## config.mk

```make
export PLATFORM = sky130hd
export DESIGN_NAME = fetch_sequencer
export DESIGN_NICKNAME = d
export VERILOG_FILES = /design/src/rtl/fetch_sequencer.sv
export SDC_FILE = /design/constraint.sdc
export NUM_CORES = 1
export LEC_CHECK = 0
export CORE_MARGIN = 8
export CORE_UTILIZATION = 28
export DETAILED_ROUTE_END_ITERATION = 12
export PLACE_DENSITY_LB_ADDON = 0.15
export SLEW_MARGIN = 25
export SYNTH_ARGS = -nofsm -noshare
export SYNTH_HDL_FRONTEND = slang
export SYNTH_SLANG_ARGS = --single-unit
```

## constraint.sdc

```tcl
create_clock -name clk -period 3.4 [get_ports clk]
set_clock_uncertainty 0.05 [all_clocks]
set_input_delay 0.68 -clock clk [delete_from_list [all_inputs] [get_ports clk]]
set_output_delay 0.68 -clock clk [all_outputs]
set_load 0.02 [all_outputs]
```

## src/rtl/fetch_sequencer.sv

```systemverilog
// fetch_sequencer: instruction fetch PC sequencing, in-flight tracking and decode buffer
//
// Ports:
//   clk, rst_n                      clock (rising edge), asynchronous active-low reset
//   imem_req_valid/ready/addr       fetch request handshake to instruction memory
//   imem_rsp_valid/data             in-order read responses, one per accepted request
//   redirect_valid/redirect_pc      taken branch/jump
//   exception                       exception taken, target EXC_VECTOR
//   eret/epc                        return from exception
//   inst_valid/ready/data/pc        {pc, instruction} delivery to decode
//   flushing                        high while stale responses are being discarded
module fetch_sequencer #(
   parameter logic [31:0] RESET_PC   = 32'h0000_0000,
   parameter logic [31:0] EXC_VECTOR = 32'h0000_0000,
   parameter int          DEPTH      = 2
) (
   input  logic        clk,
   input  logic        rst_n,
   output logic        imem_req_valid,
   input  logic        imem_req_ready,
   output logic [31:0] imem_req_addr,
   input  logic        imem_rsp_valid,
   input  logic [31:0] imem_rsp_data,
   input  logic        redirect_valid,
   input  logic [31:0] redirect_pc,
   input  logic        exception,
   input  logic        eret,
   input  logic [31:0] epc,
   output logic        inst_valid,
   input  logic        inst_ready,
   output logic [31:0] inst_data,
   output logic [31:0] inst_pc,
   output logic        flushing
);
   localparam int AW = $clog2(DEPTH);
   typedef enum logic [1:0] {BOOT, RUN, FLUSH} state_t;
   state_t state;
   logic [31:0] pc;
   logic [AW:0] outst, drop, bcnt, outst_nx;
   logic [AW-1:0] pf_wr, pf_rd, b_wr, b_rd;
   logic [31:0] pf_mem [DEPTH];
   logic [31:0] b_pc [DEPTH];
   logic [31:0] b_data [DEPTH];
   logic acc, redir, keep, pop;
   logic [31:0] target;
   always_comb begin
      imem_req_valid = (state == RUN) && (({1'b0, outst} + {1'b0, bcnt}) < (AW+2)'(DEPTH));
      imem_req_addr = pc;
      acc = imem_req_valid && imem_req_ready;
      redir = eret || exception || redirect_valid;
      target = (eret ? epc : exception ? EXC_VECTOR : redirect_pc) & ~32'h3;
      // a response is kept only when nothing stale is pending and no redirect kills it this cycle
      keep = imem_rsp_valid && !(|drop) && !redir;
      inst_valid = |bcnt;
      pop = inst_valid && inst_ready;
      inst_data = b_data[b_rd];
      inst_pc = b_pc[b_rd];
      flushing = state == FLUSH;
      outst_nx = outst + (AW+1)'(acc) - (AW+1)'(imem_rsp_valid);
   end
   always_ff @(posedge clk or negedge rst_n) begin
      if (!rst_n) begin
         state <= BOOT;
         pc <= RESET_PC;
         outst <= '0;
         drop <= '0;
         bcnt <= '0;
         pf_wr <= '0;
         pf_rd <= '0;
         b_wr <= '0;
         b_rd <= '0;
         for (int i = 0; i < DEPTH; i++) begin
            pf_mem[i] <= '0;
            b_pc[i] <= '0;
            b_data[i] <= '0;
         end
      end else begin
         if (acc) begin
            pc <= pc + 32'd4;
            pf_mem[pf_wr] <= pc;
            pf_wr <= pf_wr + AW'(1);
         end
         if (redir) pc <= target;
         // every response, kept or dropped, retires the oldest recorded PC
         if (imem_rsp_valid) pf_rd <= pf_rd + AW'(1);
         outst <= outst_nx;
         if (keep) begin
            b_pc[b_wr] <= pf_mem[pf_rd];
            b_data[b_wr] <= imem_rsp_data;
            b_wr <= b_wr + AW'(1);
         end
         if (redir) begin
            bcnt <= '0;
            b_rd <= b_wr;
         end else begin
            bcnt <= bcnt + (AW+1)'(keep) - (AW+1)'(pop);
            if (pop) b_rd <= b_rd + AW'(1);
         end
         // requests accepted in the redirect cycle are stale too, hence outst_nx
         if (state == RUN && redir) drop <= outst_nx;
         else if (imem_rsp_valid && |drop) drop <= drop - (AW+1)'(1);
         case (state)
            BOOT: state <= RUN;
            RUN: state <= (redir && |outst_nx) ? FLUSH : RUN;
            default: state <= |drop ? FLUSH : RUN;
         endcase
      end
   end
   a_credit: assert property (@(posedge clk) disable iff (!rst_n)
      ({1'b0, outst} + {1'b0, bcnt}) <= (AW+2)'(DEPTH));
   a_rsp: assert property (@(posedge clk) disable iff (!rst_n)
      imem_rsp_valid |-> |outst);
endmodule

```

# Word level (Yosys, flattened, before mapping)
# Cells that the tools add are included.
# classes
addsub	11
multipliers	0
div	0
n_lt_le_gt_ge	7
eq_ne	2
n_shift	0
n_mux	28
bitwise_logic	4
reduce_logical	21
# op_table
operator	count
two-way mux 32 bit	15
bitwise mux 64 bit	3
demux 32 bit (select 1 bit)	2
adder 32 x 3 -> 32 bit (second input constant)	1
logical AND 1 bit	10
two-way mux 2 bit	5
greater-or-equal comparator 2 bit (second input constant)	4
inverter 1 -> 2 bit	4
nonzero test 2 bit	3
OR reduction 2 bit	3
adder 1 bit (second input constant)	4
adder 2 x 1 -> 2 bit	2
< comparator 2 x 1 -> 1 bit (second input constant)	2
case mux 2 bit (2 select lines)	1
subtractor 2 x 1 -> 2 bit	2
adder 2 x 2 -> 3 bit	1
< comparator 3 x 2 -> 1 bit (second input constant)	1
equality test 2 x 1 -> 1 bit (second input constant)	1
equality test 2 bit (second input constant)	1
logical NOT 1 bit	2
logical NOT 2 bit	1
logical OR 1 bit	2
two-way mux 1 bit	2
subtractor 2 x 1 -> 2 bit (second input constant)	1
# totals
ff_bits	236
latchBits	0
mem_bits_rw	0
romBits	0
out_inout_bits	99
word_cells	88
memories	0

# Logic depth before layout (Yosys ltp)
# depth
ltp_word	10
depth_mapped	15

# Worst setup path after synthesis
# No wires, ideal clock.
# synth_path
kind	register to register
from	register outst[0]
to	register state[0]
setup_time_ps	122
arrival_ps	3222
setup_slack_ps	6
path_stages_with_launch	16
path_cell_list	dfrtp_1 and2_1 fa_1 nor4b_2 and2_1 buf_2 inv_1 clkbuf_1 ha_1 inv_1 ha_1 xnor2_1 xnor2_1 nor2_1 o22ai_1 inv_1
# synth_via
elab_chain_len	10
# synth_lines
item	line	text
from (decl)	39	logic [AW:0] outst, drop, bcnt, outst_nx;
from (signal assigned)	86	outst <= outst_nx;
adder 2 x 2 -> 3 bit	47	imem_req_valid = (state == RUN) && (({1'b0, outst} + {1'b0, bcnt}) < (AW+2)'(DEPTH));
< comparator 3 x 2 -> 1 bit	47	
logical AND 1 bit	47	
named net imem_req_valid	19	output logic imem_req_valid,
logical AND 1 bit	49	acc = imem_req_valid && imem_req_ready;
adder 2 x 1 -> 2 bit	59	outst_nx = outst + (AW+1)'(acc) - (AW+1)'(imem_rsp_valid);
subtractor 2 x 1 -> 2 bit	59	
named net outst_nx[1]	39	
OR reduction 2 bit	104	RUN: state <= (redir && |outst_nx) ? FLUSH : RUN;
logical AND 1 bit	104	
two-way mux 2 bit	104	
case mux 2 bit (2 select lines)	102	case (state)
to (signal assigned)	104	
to (signal assigned)	105	default: state <= |drop ? FLUSH : RUN;
to (decl)	37	state_t state;
# The timed path passes the listed nets, and every way through them passes these cells.
# A chain may end at the register's enable or synchronous reset.

# Worst setup path in the final report
# layout_path
from	register outst[0]
to	output imem_req_valid
# layout_via
elab_chain_len	3
# layout_lines
item	line
adder 2 x 2 -> 3 bit	47
< comparator 3 x 2 -> 1 bit	47
logical AND 1 bit	47
to (decl)	19
# Every way passes these cells.

==> qor.yml <==
place:
  post-place-ws_ps: 549.5
  dp_hpwl_um: 19790
  placement.io_buffers: 194
  dp.cells: 1560
  gp_congestion: 0.8145
clock_network:
  clk_latency_ps: 520
  cts_post_setup_buffers_inserted: 0
  cts.sink_count: 226
  cts_made_buffers: 27
  clk_pin_slew_ps: 60
  htreeDepth: 1
  clk_path_buf_depth: 3
  cts_tree: "done"
  cts_hold_buf: 0
  cts-root-buf: "clkbuf_16"
die:
  die-area_um2: 43860
  ios: 203
  fp-row-count: 71
  die_h_um: 209.4
  die_w_um: 209.4
  coreArea_um2: 37220
  start_util: 0.2814
drt:
  vias: 7372
  ant_nets: 0
  drtPass1Iterations: 6
  drc: 0
  finalWirelength_um: 28370
  via_per_inst: 4.582
  wire_per_inst_um: 17.63
  first_iter_violations: 287
layout:
  regArea_um2: 5657
  fillers: 3730
  multi_input_area_um2: 4478
  layout.nets: 1226
  num_antenna_cells: 0
  final_common_cell: "dfrtp_1"
  final_cells: 1609
  area_growth_syn_to_layout_pct: 33.71
  final_cell_mix: "225 x dfrtp_1, 192 x clkdlybuf4s50_1, 164 x mux2_2, 121 x nand2_1, 110 x o21ai_0"
  utilization: 0.3763
  drive_gt1_frac: 0.2159
sta:
  drv_slew: 0
  setup_tns_ps: 0
  max_clock_freq_ghz: 0.3232
  min_period_over_period: 0.9100
  hold_viol_final: 0
  fin_crit_ps: 3094
  setup_viol: 0
  grt_setup_unrepaired: "false"
  setup_slack_ps: 306.2
  slew_headroom: 0.5857
  tightestPinTransition_ps: 621.5
synth:
  yosys.area.top_type: "dfrtp_1"
  synth_edf_count: 0
  synth_top_area_frac: 0.5399
  netlist_area_um2: 10480
  yosysWarnings: 0
  postSynthCellCount: 931
  avgSynthCellArea_um2: 11.25
  ys_async_sr_fraction: 1.000
  ys_types: 49
  synth_ff_type: "dfrtp_1"
  seq_area_frac_synth: 0.5399
  synthTopCellsByArea: "dfrtp_1 54%, mux2_2 18%, o21ai_0 5.3%, nand2_1 4.4%, mux2i_1 2.9%"
  synth-seq-cells: 226
worst_hold_path:
  hold_path_class: "input pin to asynchronous set/reset pin"
worst_setup_path:
  worstPathArrival_ps: 2360
  critPathCaptureType: "primary output"
  worstReg2RegStart: "outst[0]"
  start_kind: "flop"
  worstPathRequired_ps: 2670
  worst-setup-path-type: "flop to primary output"
  crit_start: "outst[0]"
  critPathMaxFanout: 3
power_and_ir_drop:
  p_leak_nw: 6.173
  p_per_area_nw_per_um2: 823.8
  vdd_drop_max_v: 0.0003279
global_routing:
  grt_pass1_vias: 7781
  overflow: 0
  grt_max_degree: 76
  antenna_found_initial: 0
  grt_pass1_wl_um: 45920
  grt_usage: 0.1283
job:
  maxCapViolCount: 0
outcome:
  status: "finished clean"
## kinds of logic after synthesis
kind of cell    Yosys count  synth area share
fa+ha+maj                 7          0.009078
simple gates            211           0.09412
flops                   226            0.5399
xor+xnor                 22           0.01839
mux                     194            0.2050
compound gates          178           0.09747
buf+inv                  92           0.03571
other cells               1         0.0003580
## Yosys cell counts, types with 2 or more instances
library cell and n:
dfrtp_1 226, mux2_2 164, nand2_1 122, o21ai_0 110, clkbuf_1 44, mux2i_1 30, inv_1 26, a21oi_1 25
xnor2_1 18, nor2_1 16, o31ai_1 13, nor3_1 12, a221oi_1 11, buf_2 11, nand3_1 10, nand4_1 10
nor4_1 9, and3_1 7, buf_1 7, ha_1 6, and2_1 4, and4_1 4, buf_4 4, xor2_1 4
a211oi_1 3, a22o_1 3, nor2b_1 3, a21o_1 2, nand2b_1 2, o211ai_1 2, o21bai_1 2, o41ai_1 2
or2_2 2, or3_1 2
## registers in the layout, summed over array words and instances (netlist names), 2 cells and up
| name | cells |
|---|---|
| state | 2 |
| imem_req_addr | 30 |
| drop | 2 |
| bcnt | 2 |
| b_data | 64 |
| outst | 2 |
| b_pc | 60 |
| pf_mem | 60 |
## per-layer routing
layer  wire (um)  share of wire  GRT usage  vias to the layer above
met3        2148          0.076    0.04162                       35
met1       14040           0.49     0.1802                     3479
met2       11580           0.41     0.1876                      200
met4         602          0.021    0.03305                        0
li1            -              -          -                     3658
met5           0              0          0                        -
## per-stage QoR
| stage | power, W | hold WS [ps] | cell area [um2] |
|---|---|---|---|
| 2_1_floorplan | 0.006818 | 334.4 | 10490 |
| 6_report | 0.01154 | 87.17 | 14010 |
| 5_1_grt | 0.01232 | 117.5 | 14010 |
| 3_3_place_gp | 0.008555 | 405.1 | 13050 |
| 3_5_place_dp | 0.008611 | 413.8 | 13050 |
| 4_1_cts | 0.01177 | 92.89 | 14010 |
## worst paths after layout
path | end | slack (ps) | cells past startpoint
max | imem_req_valid | 310 | 5
max in group asynchronous | imem_req_addr[11] | 2470 | 2
min in group clk | pf_rd | 420 | 1
min reg2reg | pf_rd | 420 | 1
max reg2reg | state[0] | 550 | 13
min | b_data[12] | 90 | 1
## critical path, cell delays in order, from the launching register on
cell	delay [ps]
dfrtp_1	380
and2_1	170
fa_1	460
nor4b_2	310
buf_4	180
dlygate4sd2_1	350
## where the power goes
group | switching (W) | internal (W) | leakage [nW]
clock | 0.00113 | 0.00194 | 0.468
combinational | 0.00203 | 0.00215 | 2.79
sequential | 0.000561 | 0.00373 | 2.92
## what timing repair did
| action | CTS | global route |
|---|---|---|
| resized for setup | 1 | 0 |
| endpoints found under the hold margin | 0 | 0 |
| endpoints found under the setup margin | 1 | 0 |
## cell type report
| class | count | share of cell area |
|---|---|---|
| flip-flops and latches | 226 | 0.4039 |
| well taps | 474 | 0.04234 |
| multi-input cells | 616 | 0.3197 |
| repair buffers | 218 | 0.1589 |
| clock buffers | 36 | 0.05423 |
| clock inverters | 13 | 0.01394 |
| inverters | 26 | 0.006968 |
No activity file was read; power rests on OpenSTA's default activity.
